File: config.mk
export PLATFORM = sky130hd
export DESIGN_NAME = game_controller_n
export DESIGN_NICKNAME = d
export VERILOG_FILES = /design/src/rtl/game_pkg.sv /design/src/rtl/turn_timer.sv /design/src/rtl/game_controller_n.sv
export SDC_FILE = /design/constraint.sdc
export NUM_CORES = 1
export LEC_CHECK = 0
export BUFFER_PORTS_ARGS = -buffer_cell sky130_fd_sc_hd__buf_2
export CAP_MARGIN = 30
export CORE_ASPECT_RATIO = 0.6
export CORE_MARGIN = 2
export CORE_UTILIZATION = 50
export CTS_CLUSTER_DIAMETER = 40
export DETAILED_ROUTE_END_ITERATION = 10
export GPL_TIMING_DRIVEN = 0
export HOLD_SLACK_MARGIN = 0.02
export PLACE_DENSITY = 0.77
export SETUP_SLACK_MARGIN = 0.05
export SLEW_MARGIN = 20
export SYNTH_ARGS = -nofsm -noshare
export SYNTH_HDL_FRONTEND = slang
export SYNTH_SLANG_ARGS = --single-unit
File: constraint.sdc
create_clock -name ph1 -period 2.8 [get_ports ph1]
set_clock_uncertainty 0.05 [all_clocks]
set_input_delay 0.28 -clock ph1 [delete_from_list [all_inputs] [get_ports ph1]]
set_output_delay 0.28 -clock ph1 [all_outputs]
set_load 0.02 [all_outputs]
File: src/rtl/game_pkg.sv
// rtl/game_pkg.sv - shared types and helpers for the turn-sequencing controller
package game_pkg;

    typedef enum logic [2:0] {
        IDLE,
        CLEAR,
        TURN,
        COMMIT,
        CHECK,
        DONE
    } gstate_t;

    localparam int CELL_EMPTY = 0;

    function automatic int unsigned next_player(input int unsigned p, input int unsigned nplayers);
        return (p >= nplayers) ? 32'd1 : p + 32'd1;
    endfunction

endpackage

File: src/rtl/turn_timer.sv
// rtl/turn_timer.sv - per-turn cycle counter with restart, enable and expire pulse
module turn_timer #(
    parameter int TIMEOUT_CYCLES = 1024
) (
    input  logic clk,
    input  logic rst_n,
    input  logic restart,
    input  logic enable,
    output logic expire
);

    generate
        if (TIMEOUT_CYCLES == 0) begin : g_off
            logic unused_inputs;
            assign unused_inputs = ^{clk, rst_n, restart, enable};
            assign expire = 1'b0;
        end else begin : g_on
            localparam int CW = (TIMEOUT_CYCLES > 1) ? $clog2(TIMEOUT_CYCLES) : 1;
            localparam logic [CW-1:0] LAST = CW'(TIMEOUT_CYCLES - 1);
            logic [CW-1:0] cnt;

            // expire lands on the TIMEOUT_CYCLES-th enabled cycle, then the count self-restarts
            assign expire = enable && (cnt == LAST);

            always_ff @(posedge clk or negedge rst_n) begin
                if (!rst_n) begin
                    cnt <= '0;
                end else if (restart || expire) begin
                    cnt <= '0;
                end else if (enable) begin
                    cnt <= cnt + CW'(1);
                end
            end
        end
    endgenerate

endmodule

File: src/rtl/game_controller_n.sv
// rtl/game_controller_n.sv - N-player turn sequencer: clear sweep, move legality, commit, timeout, tie detect
module game_controller_n
    import game_pkg::*;
#(
    parameter int NPLAYERS       = 2,
    parameter int NCELLS         = 9,
    parameter int AW             = 4,
    parameter int PW             = 3,
    parameter int TIMEOUT_CYCLES = 1024
) (
    input  logic          ph1,
    input  logic          reset,
    input  logic          start,
    input  logic [PW-1:0] first_player,
    input  logic          move_valid,
    input  logic [AW-1:0] move_addr,
    input  logic [PW-1:0] cell_rd_data,
    input  logic          game_done,
    input  logic [PW-1:0] winner,
    output logic          wr_en,
    output logic [AW-1:0] wr_addr,
    output logic [PW-1:0] wr_data,
    output logic [PW-1:0] cur_player,
    output logic          busy,
    output logic          move_reject,
    output logic          turn_timeout,
    output logic [AW-1:0] move_count,
    output logic          result_valid,
    output logic [PW-1:0] result_player,
    output logic          result_tie
);

    localparam logic [AW-1:0] NC = AW'(NCELLS);
    localparam logic [PW-1:0] NP = PW'(NPLAYERS);

    gstate_t       state, state_n;
    logic          mv_prev;
    logic          wr_en_n, reject_n, timeout_n, tie_n;
    logic [AW-1:0] wr_addr_n, move_count_n;
    logic [PW-1:0] wr_data_n, cur_n, result_player_n;
    logic [PW-1:0] cur_adv;
    logic          move_edge, move_legal, expire;

    assign move_edge  = move_valid && !mv_prev;
    assign move_legal = (move_addr != '0) && (move_addr <= NC) && (cell_rd_data == PW'(CELL_EMPTY));
    assign cur_adv    = PW'(next_player(32'(cur_player), NPLAYERS));
    assign busy       = (state == CLEAR) || (state == TURN) || (state == COMMIT) || (state == CHECK);

    turn_timer #(.TIMEOUT_CYCLES(TIMEOUT_CYCLES)) u_timer (
        .clk     (ph1),
        .rst_n   (reset),
        .restart (state != TURN),
        .enable  (state == TURN),
        .expire  (expire)
    );

    always_comb begin
        state_n         = state;
        wr_en_n         = 1'b0;
        wr_addr_n       = wr_addr;
        wr_data_n       = wr_data;
        cur_n           = cur_player;
        move_count_n    = move_count;
        reject_n        = 1'b0;
        timeout_n       = 1'b0;
        result_player_n = result_player;
        tie_n           = result_tie;

        case (state)
            CLEAR: begin
                if (wr_addr < NC) begin
                    wr_en_n   = 1'b1;
                    wr_addr_n = wr_addr + AW'(1);
                    wr_data_n = '0;
                end else begin
                    state_n = TURN;
                end
            end
            TURN: begin
                if (move_edge && move_legal) begin
                    state_n      = COMMIT;
                    wr_en_n      = 1'b1;
                    wr_addr_n    = move_addr;
                    wr_data_n    = cur_player;
                    move_count_n = move_count + AW'(1);
                end else begin
                    reject_n = move_edge;
                    if (expire) begin
                        timeout_n = 1'b1;
                        cur_n     = cur_adv;
                    end
                end
            end
            COMMIT: state_n = CHECK;
            CHECK: begin
                if (game_done) begin
                    state_n         = DONE;
                    result_player_n = winner;
                end else if (move_count == NC) begin
                    state_n         = DONE;
                    tie_n           = 1'b1;
                    result_player_n = '0;
                end else begin
                    state_n = TURN;
                    cur_n   = cur_adv;
                end
            end
            default: ;
        endcase

        // start outranks everything: the first clear write goes out on the next cycle
        if (start) begin
            state_n         = CLEAR;
            wr_en_n         = 1'b1;
            wr_addr_n       = AW'(1);
            wr_data_n       = '0;
            cur_n           = ((first_player == '0) || (first_player > NP)) ? PW'(1) : first_player;
            move_count_n    = '0;
            reject_n        = 1'b0;
            timeout_n       = 1'b0;
            result_player_n = '0;
            tie_n           = 1'b0;
        end
    end

    always_ff @(posedge ph1 or negedge reset) begin
        if (!reset) begin
            state         <= IDLE;
            mv_prev       <= 1'b0;
            wr_en         <= 1'b0;
            wr_addr       <= '0;
            wr_data       <= '0;
            cur_player    <= '0;
            move_reject   <= 1'b0;
            turn_timeout  <= 1'b0;
            move_count    <= '0;
            result_valid  <= 1'b0;
            result_player <= '0;
            result_tie    <= 1'b0;
        end else begin
            state         <= state_n;
            mv_prev       <= move_valid;
            wr_en         <= wr_en_n;
            wr_addr       <= wr_addr_n;
            wr_data       <= wr_data_n;
            cur_player    <= cur_n;
            move_reject   <= reject_n;
            turn_timeout  <= timeout_n;
            move_count    <= move_count_n;
            result_valid  <= (state_n == DONE);
            result_player <= result_player_n;
            result_tie    <= tie_n;
        end
    end

endmodule

== Yosys cells after proc, flatten, opt, wreduce, memory -nomap -nowiden ==
Cells that the tools add are included.
Operators by class
  add/sub/neg operators: 4
  $lt $le $gt $ge: 4
  equal/unequal tests: 15
  multiplexer cells: 46
  reduce and logical (&&, ||, !) cells: 27
Operators with widths (number)
  3-bit 2-to-1 mux: 19
  4-bit 2-to-1 mux: 6
  10-bit 2-to-1 mux: 2
  3-bit inequality test (second input constant): 5
  1-bit 2-to-1 mux: 14
  3-bit one-hot mux with 2 select lines: 2
  3-bit one-hot mux with 4 select lines: 1
  10-bit by 1-bit adder with 10-bit output (second input constant): 1
  10-bit equality test (second input constant): 1
  2-bit nonzero test: 5
  3-bit nonzero test: 3
  4-bit by 1-bit adder with 4-bit output (second input constant): 2
  4-bit one-hot mux with 2 select lines: 1
  3-bit by 2-bit equality test with 1-bit output (second input constant): 2
  3-bit equality test (second input constant): 2
  3-bit zero test: 2
  3-bit by 2-bit inequality test with 1-bit output (second input constant): 2
  3-bit AND reduction: 2
  1-bit logical AND: 5
  1-bit logical OR: 5
  5-bit AND reduction: 1
  4-bit equality test (second input constant): 1
  4-bit less-or-equal comparator (second input constant): 1
  4-bit less-than comparator (second input constant): 1
  other kinds (9): 10
Word-level totals
  register bits after elaboration: 36
  bits of input ports: 18
  output and inout bits: 23
  word-level logic and storage cells: 109

== Longest topological paths before layout ==
  depth after elaboration: 8
  gate-level depth with buffers: 6
  depth with buffers taken out: 6

== Modules after synthesis ==
Synthesis repeated with hierarchy kept, for this count alone.
Second synthesis, totals
  cell total of the unflattened synthesis: 193
  area total of the unflattened synthesis: 1963.1 µm²
By module, submodules not included
  game_controller_n: times used 1, cells each 143, area each 1435.1 µm², sequential area each 650.6 µm²
  turn_timer: times used 1, cells each 50, area each 528.0 µm², sequential area each 250.2 µm²

== Least setup slack after synthesis ==
OpenSTA, ideal clock, no wires.
  kind: flip-flop to flip-flop
  from: reg state[0]
  to: reg cur_player[0]
  setup time: 125 ps
  arrival time: 1601 ps
  required time: 2625 ps
  slack: 1025 ps
  stages on the path, launching flop included: 6
  buffers on the path: 1
  period minus slack after synthesis: 1775 ps
  path through: dfrtp_1 -> buf_2 -> nor3b_1 -> a31o_2 -> a41o_1 -> mux2_2
Between the ends
  cells in the longest elaborated chain, start to end: 4
  elaborated cells on any way between the ends: 11
  classes of those cells: eq/ne (6); mux (2); reduce/logical (3)
RTL lines
  from (decl): line game_controller_n.sv:36  | gstate_t state, state_n;
  from (signal assigned): line game_controller_n.sv:141  | state <= state_n;
  3-bit by 2-bit equality test with 1-bit output: line game_controller_n.sv:53, game_controller_n.sv:69
  1-bit logical AND: line turn_timer.sv:23  | assign expire = enable && (cnt == LAST);
  3-bit inequality test (no source line)
  5-bit AND reduction (no source line)
  to (signal assigned): line game_controller_n.sv:146  | cur_player <= cur_n;
  to (decl): line game_controller_n.sv:23  | output logic [PW-1:0] cur_player,
Several ways; a longest one is shown, not always the timed one.
A chain may end at the register's enable or synchronous reset.

== Worst setup path after layout ==
  from: reg state[2]
  to: reg cur_player[1]
Same word-level chain as after synthesis.

==> metrics.md <==
| Metric | Value |
|---|---|
| Status | completed |
| Cts bufs inserted | 5 |
| FF-to-FF path depth | 5 |
| Remaining Overflow, GRT | 0 |
| Highest clock rate | between 400 and 500 MHz |
| Largest delay share family, worst path | simple AND/OR/NAND/NOR gates |
| Number of clock sinks | 36 |
| Hold_buf cts | 0 |
| Mean post-synth cell area | a little over 10 um^2 |
| TritonRoute pass-1 iters | 4 |
| Cell depth of the worst setup path | 5 |
| Initial antenna violation count | 0 |
| Detailed Route WL | between 4 and 5 mm |
| Worst-path maximum fanout | 10 |
| Clock-pin slew on the worst setup and hold paths | ~0.07 ns |
| CP Class | reg2reg |
| Buffer count from post-CTS setup fixing | 0 |
| Top Ports | 41 |
| RR Endpoint | cur_player[1]$_DFFE_PN0P_ |
| FF+latch count, synth | 36 |
| Iter 0 DRT Violations | 136 |
| Die height | slightly above 50 um |
| Vias | 1587 |
| Area Overhead vs Synth | 18.5% |
| Unrepaired setup endpoints after global routing | false |
| Clock latency on the worst-skew pair | roughly 0.29 ns |
| Crit path largest cell delay | ~0.58 ns |
| Slowest CP cell | nor3b_1 |
| # setup viols final | 0 |
| Library cells used by synthesis | 50 |
| Core footprint | around 3600 um^2 |
| ANT nets after route | 0 |
| Global-route wire length before repair | between 7 and 8 mm |
| Dpl cell area | roughly 2100 um^2 |
| Ys Warns | 0 |
| Worst vdd rail ir drop | 0.000455 V |
| Sequential-to-total area share from yosys stat | between 40% and 50% |
| Post-Route Setup TNS | 0 ns |
| Tmin final | between 2 and 2.5 ns |
| Max-slew violations | 0 |
| Synth Area in Simple Gates | 21.2% |
| Pwr/cell area | 607 nW/um^2 |
| Post-synthesis net count | approximately 210 |
| HPWL after DPL | a little over 3 mm |
| Total leakage power | ~1 nW |
| GRT Resource Usage Total | around 22% |
| Max-cap check violation count | 0 |
| XOR/XNOR Fraction of Synth Area | between 4 and 5% |
| Largest net degree at the start of global routing | 37 |
| Main combinational cell family by area after synthesis | simple AND/OR/NAND/NOR gates |
| Post-route cell area | roughly 2200 um^2 |
| Rel. slew slack | around 46% |
| Mux cell area share after synthesis | about 2.3% |
| Via/cell ratio | 5.63 |
| Cell count after synthesis | between 150 and 200 |
| Starting Density | between 50% and 60% |
| Tot Pwr | roughly 0.0014 W |
| Diode count | 0 |
| Synth Area in Adders | under 10% |
| Setup crit end | cur_player[1]$_DFFE_PN0P_ |
| Final net count | approximately 260 |
| Root buffer cell | clkbuf_8 |
| Synth Area in Compound Gates | between 10% and 20% |
| RR Startpoint | state[2]$_DFF_PN0_ |
| Final Cycle Share | about three quarters |
| Vias in the first global route | between 1.5k and 2k |
| Wire length per cell | approximately 15 um |
| Buffer and inverter count on the worst path | 1 |
| # H-tree levels | 2 |
| Post-CTS resize count | 0 |
| Worst EP required | just under 3 ns |
| Synth async-reset ratio | between 90% and 100% |
| Post-synth EDFFs | 0 |
| Die W | 83.3 um |
| Die Footprint | between 4000 and 5000 um^2 |
| Hold WC Path Type | in2async |
| Crit. End Element | flop |
| Arr. time, crit path | ~2.2 ns |
| CP Launch Type | flop |
| Slew @ Worst Pin | approximately 0.8 ns |
| Final GP Congestion | a little under 0.9 |
| Remaining DRCs | 0 |
| CP cell instances | buf_2, nor3b_1, a31o_2, a41o_1, mux2_2 |
| Final hold vios | 0 |
| Hold_ws | roughly 0.019 ns |
| CTS tree | done |
| CP Launch Point | state[2]$_DFF_PN0_ |
| PortBufs | 40 |
| Synth Flop Type | dfrtp_1 |
| R2r setup slk | about 0.7 ns |
| Clk buf depth | 2 |
| Mapped cell area | roughly 1900 um^2 |
| # rows | 17 |
| Fraction of layout cells with a size suffix above 1 | a little over a quarter |
-- where the power goes --
group          internal [W]  total (W)  leakage, nW  switching [W]
Combinational      0.000142   0.000352        0.496       0.000210
Clock              0.000201   0.000387       0.0455       0.000186
Sequential         0.000564   0.000619        0.481      0.0000548
Total              0.000907    0.00136         1.02       0.000451
-- cell usage after synthesis (2+ instances only) --
cell	instances	area share [%]
nor2_1	20	4.0
nand2_1	12	2.4
a31oi_1	3	0.99
inv_1	13	2.6
clkbuf_1	3	0.60
xor2_1	4	1.9
a21oi_1	10	2.7
xnor2_1	6	2.8
nand3_1	6	1.6
nand4_1	4	1.3
nor3_1	5	1.3
buf_2	4	1.1
dfrtp_1	36	48
mux2_2	3	1.8
nor4b_2	2	1.6
ha_1	7	4.6
a32oi_1	5	2.3
or3_1	2	0.66
o21ai_0	8	2.1
a21o_1	2	0.80
nor3b_1	3	1.2
-- placed cells by master, fill, tap and decap left out, types with 2 or more instances in the layout --
cell type / instances
buf_2: 44
dfrtp_1: 36
nor2_1: 20
inv_1: 13
nand2_1: 12
a21oi_1: 10
o21ai_0: 8
ha_1: 7
xnor2_1: 6
nand3_1: 6
clkbuf_8: 6
a32oi_1: 5
clkbuf_1: 5
nor3_1: 5
nand4_1: 4
xor2_1: 4
nor3b_1: 3
a31oi_1: 3
mux2_2: 3
nor4b_2: 2
a21o_1: 2
or3_1: 2
-- registers in the layout, summed over array words and instances, names as in the netlist --
register,count
result_player,3
wr_addr,4
turn_timeout,1
result_valid,1
move_count,4
wr_en,1
state,3
move_reject,1
cur_player,3
wr_data,3
result_tie,1
u_timer.g_on.cnt,10
mv_prev,1
-- cells by family after synthesis --
group                    Yosys count
flip-flops                        36
buffers and inverters             21
multiplexers                       4
adder cells (fa/ha/maj)            7
XOR/XNOR                          10
AND/OR/NAND/NOR                   69
AO/OA/AOI/OAI                     40
-- area by class of cell --
class	count	area [um^2]
sequential	36	901
clock buffer	8	90.1
fill	309	1400
multi-input combinational	130	895
buffer	8	42.5
timing repair buffer	40	200
inverter	13	48.8
tap	47	58.8
-- through the flow --
step           worst slack (ns)  utilization (%)  cells
3_5_place_dp              0.738             59.0    274
2_1_floorplan              1.02                -    187
4_1_cts                   0.728             61.5    282
3_3_place_gp              0.784             59.0    274
6_report                  0.700             61.5    282
5_1_grt                   0.600             61.5    282
-- layer usage --
metal  track usage [%]  vias to the layer above  wire [um]
li1                  -                      766          -
met1              32.0                      760       2220
met2              33.1                       58       1690
met3              7.78                        3        368
met4              4.92                        0         23
met5                 0                        -          0
-- worst min-delay path by stage --
stage / end / depth (start not counted)
finish: mv_prev$_DFF_PN0_ / 1
global route: mv_prev$_DFF_PN0_ / 1
CTS: mv_prev$_DFF_PN0_ / 1
detailed placement: mv_prev$_DFF_PN0_ / 1
global placement: wr_en$_DFF_PN0_ / 1
floorplan: cur_player[0]$_DFFE_PN0P_ / 0
Power figures use the tool's default switching activity.
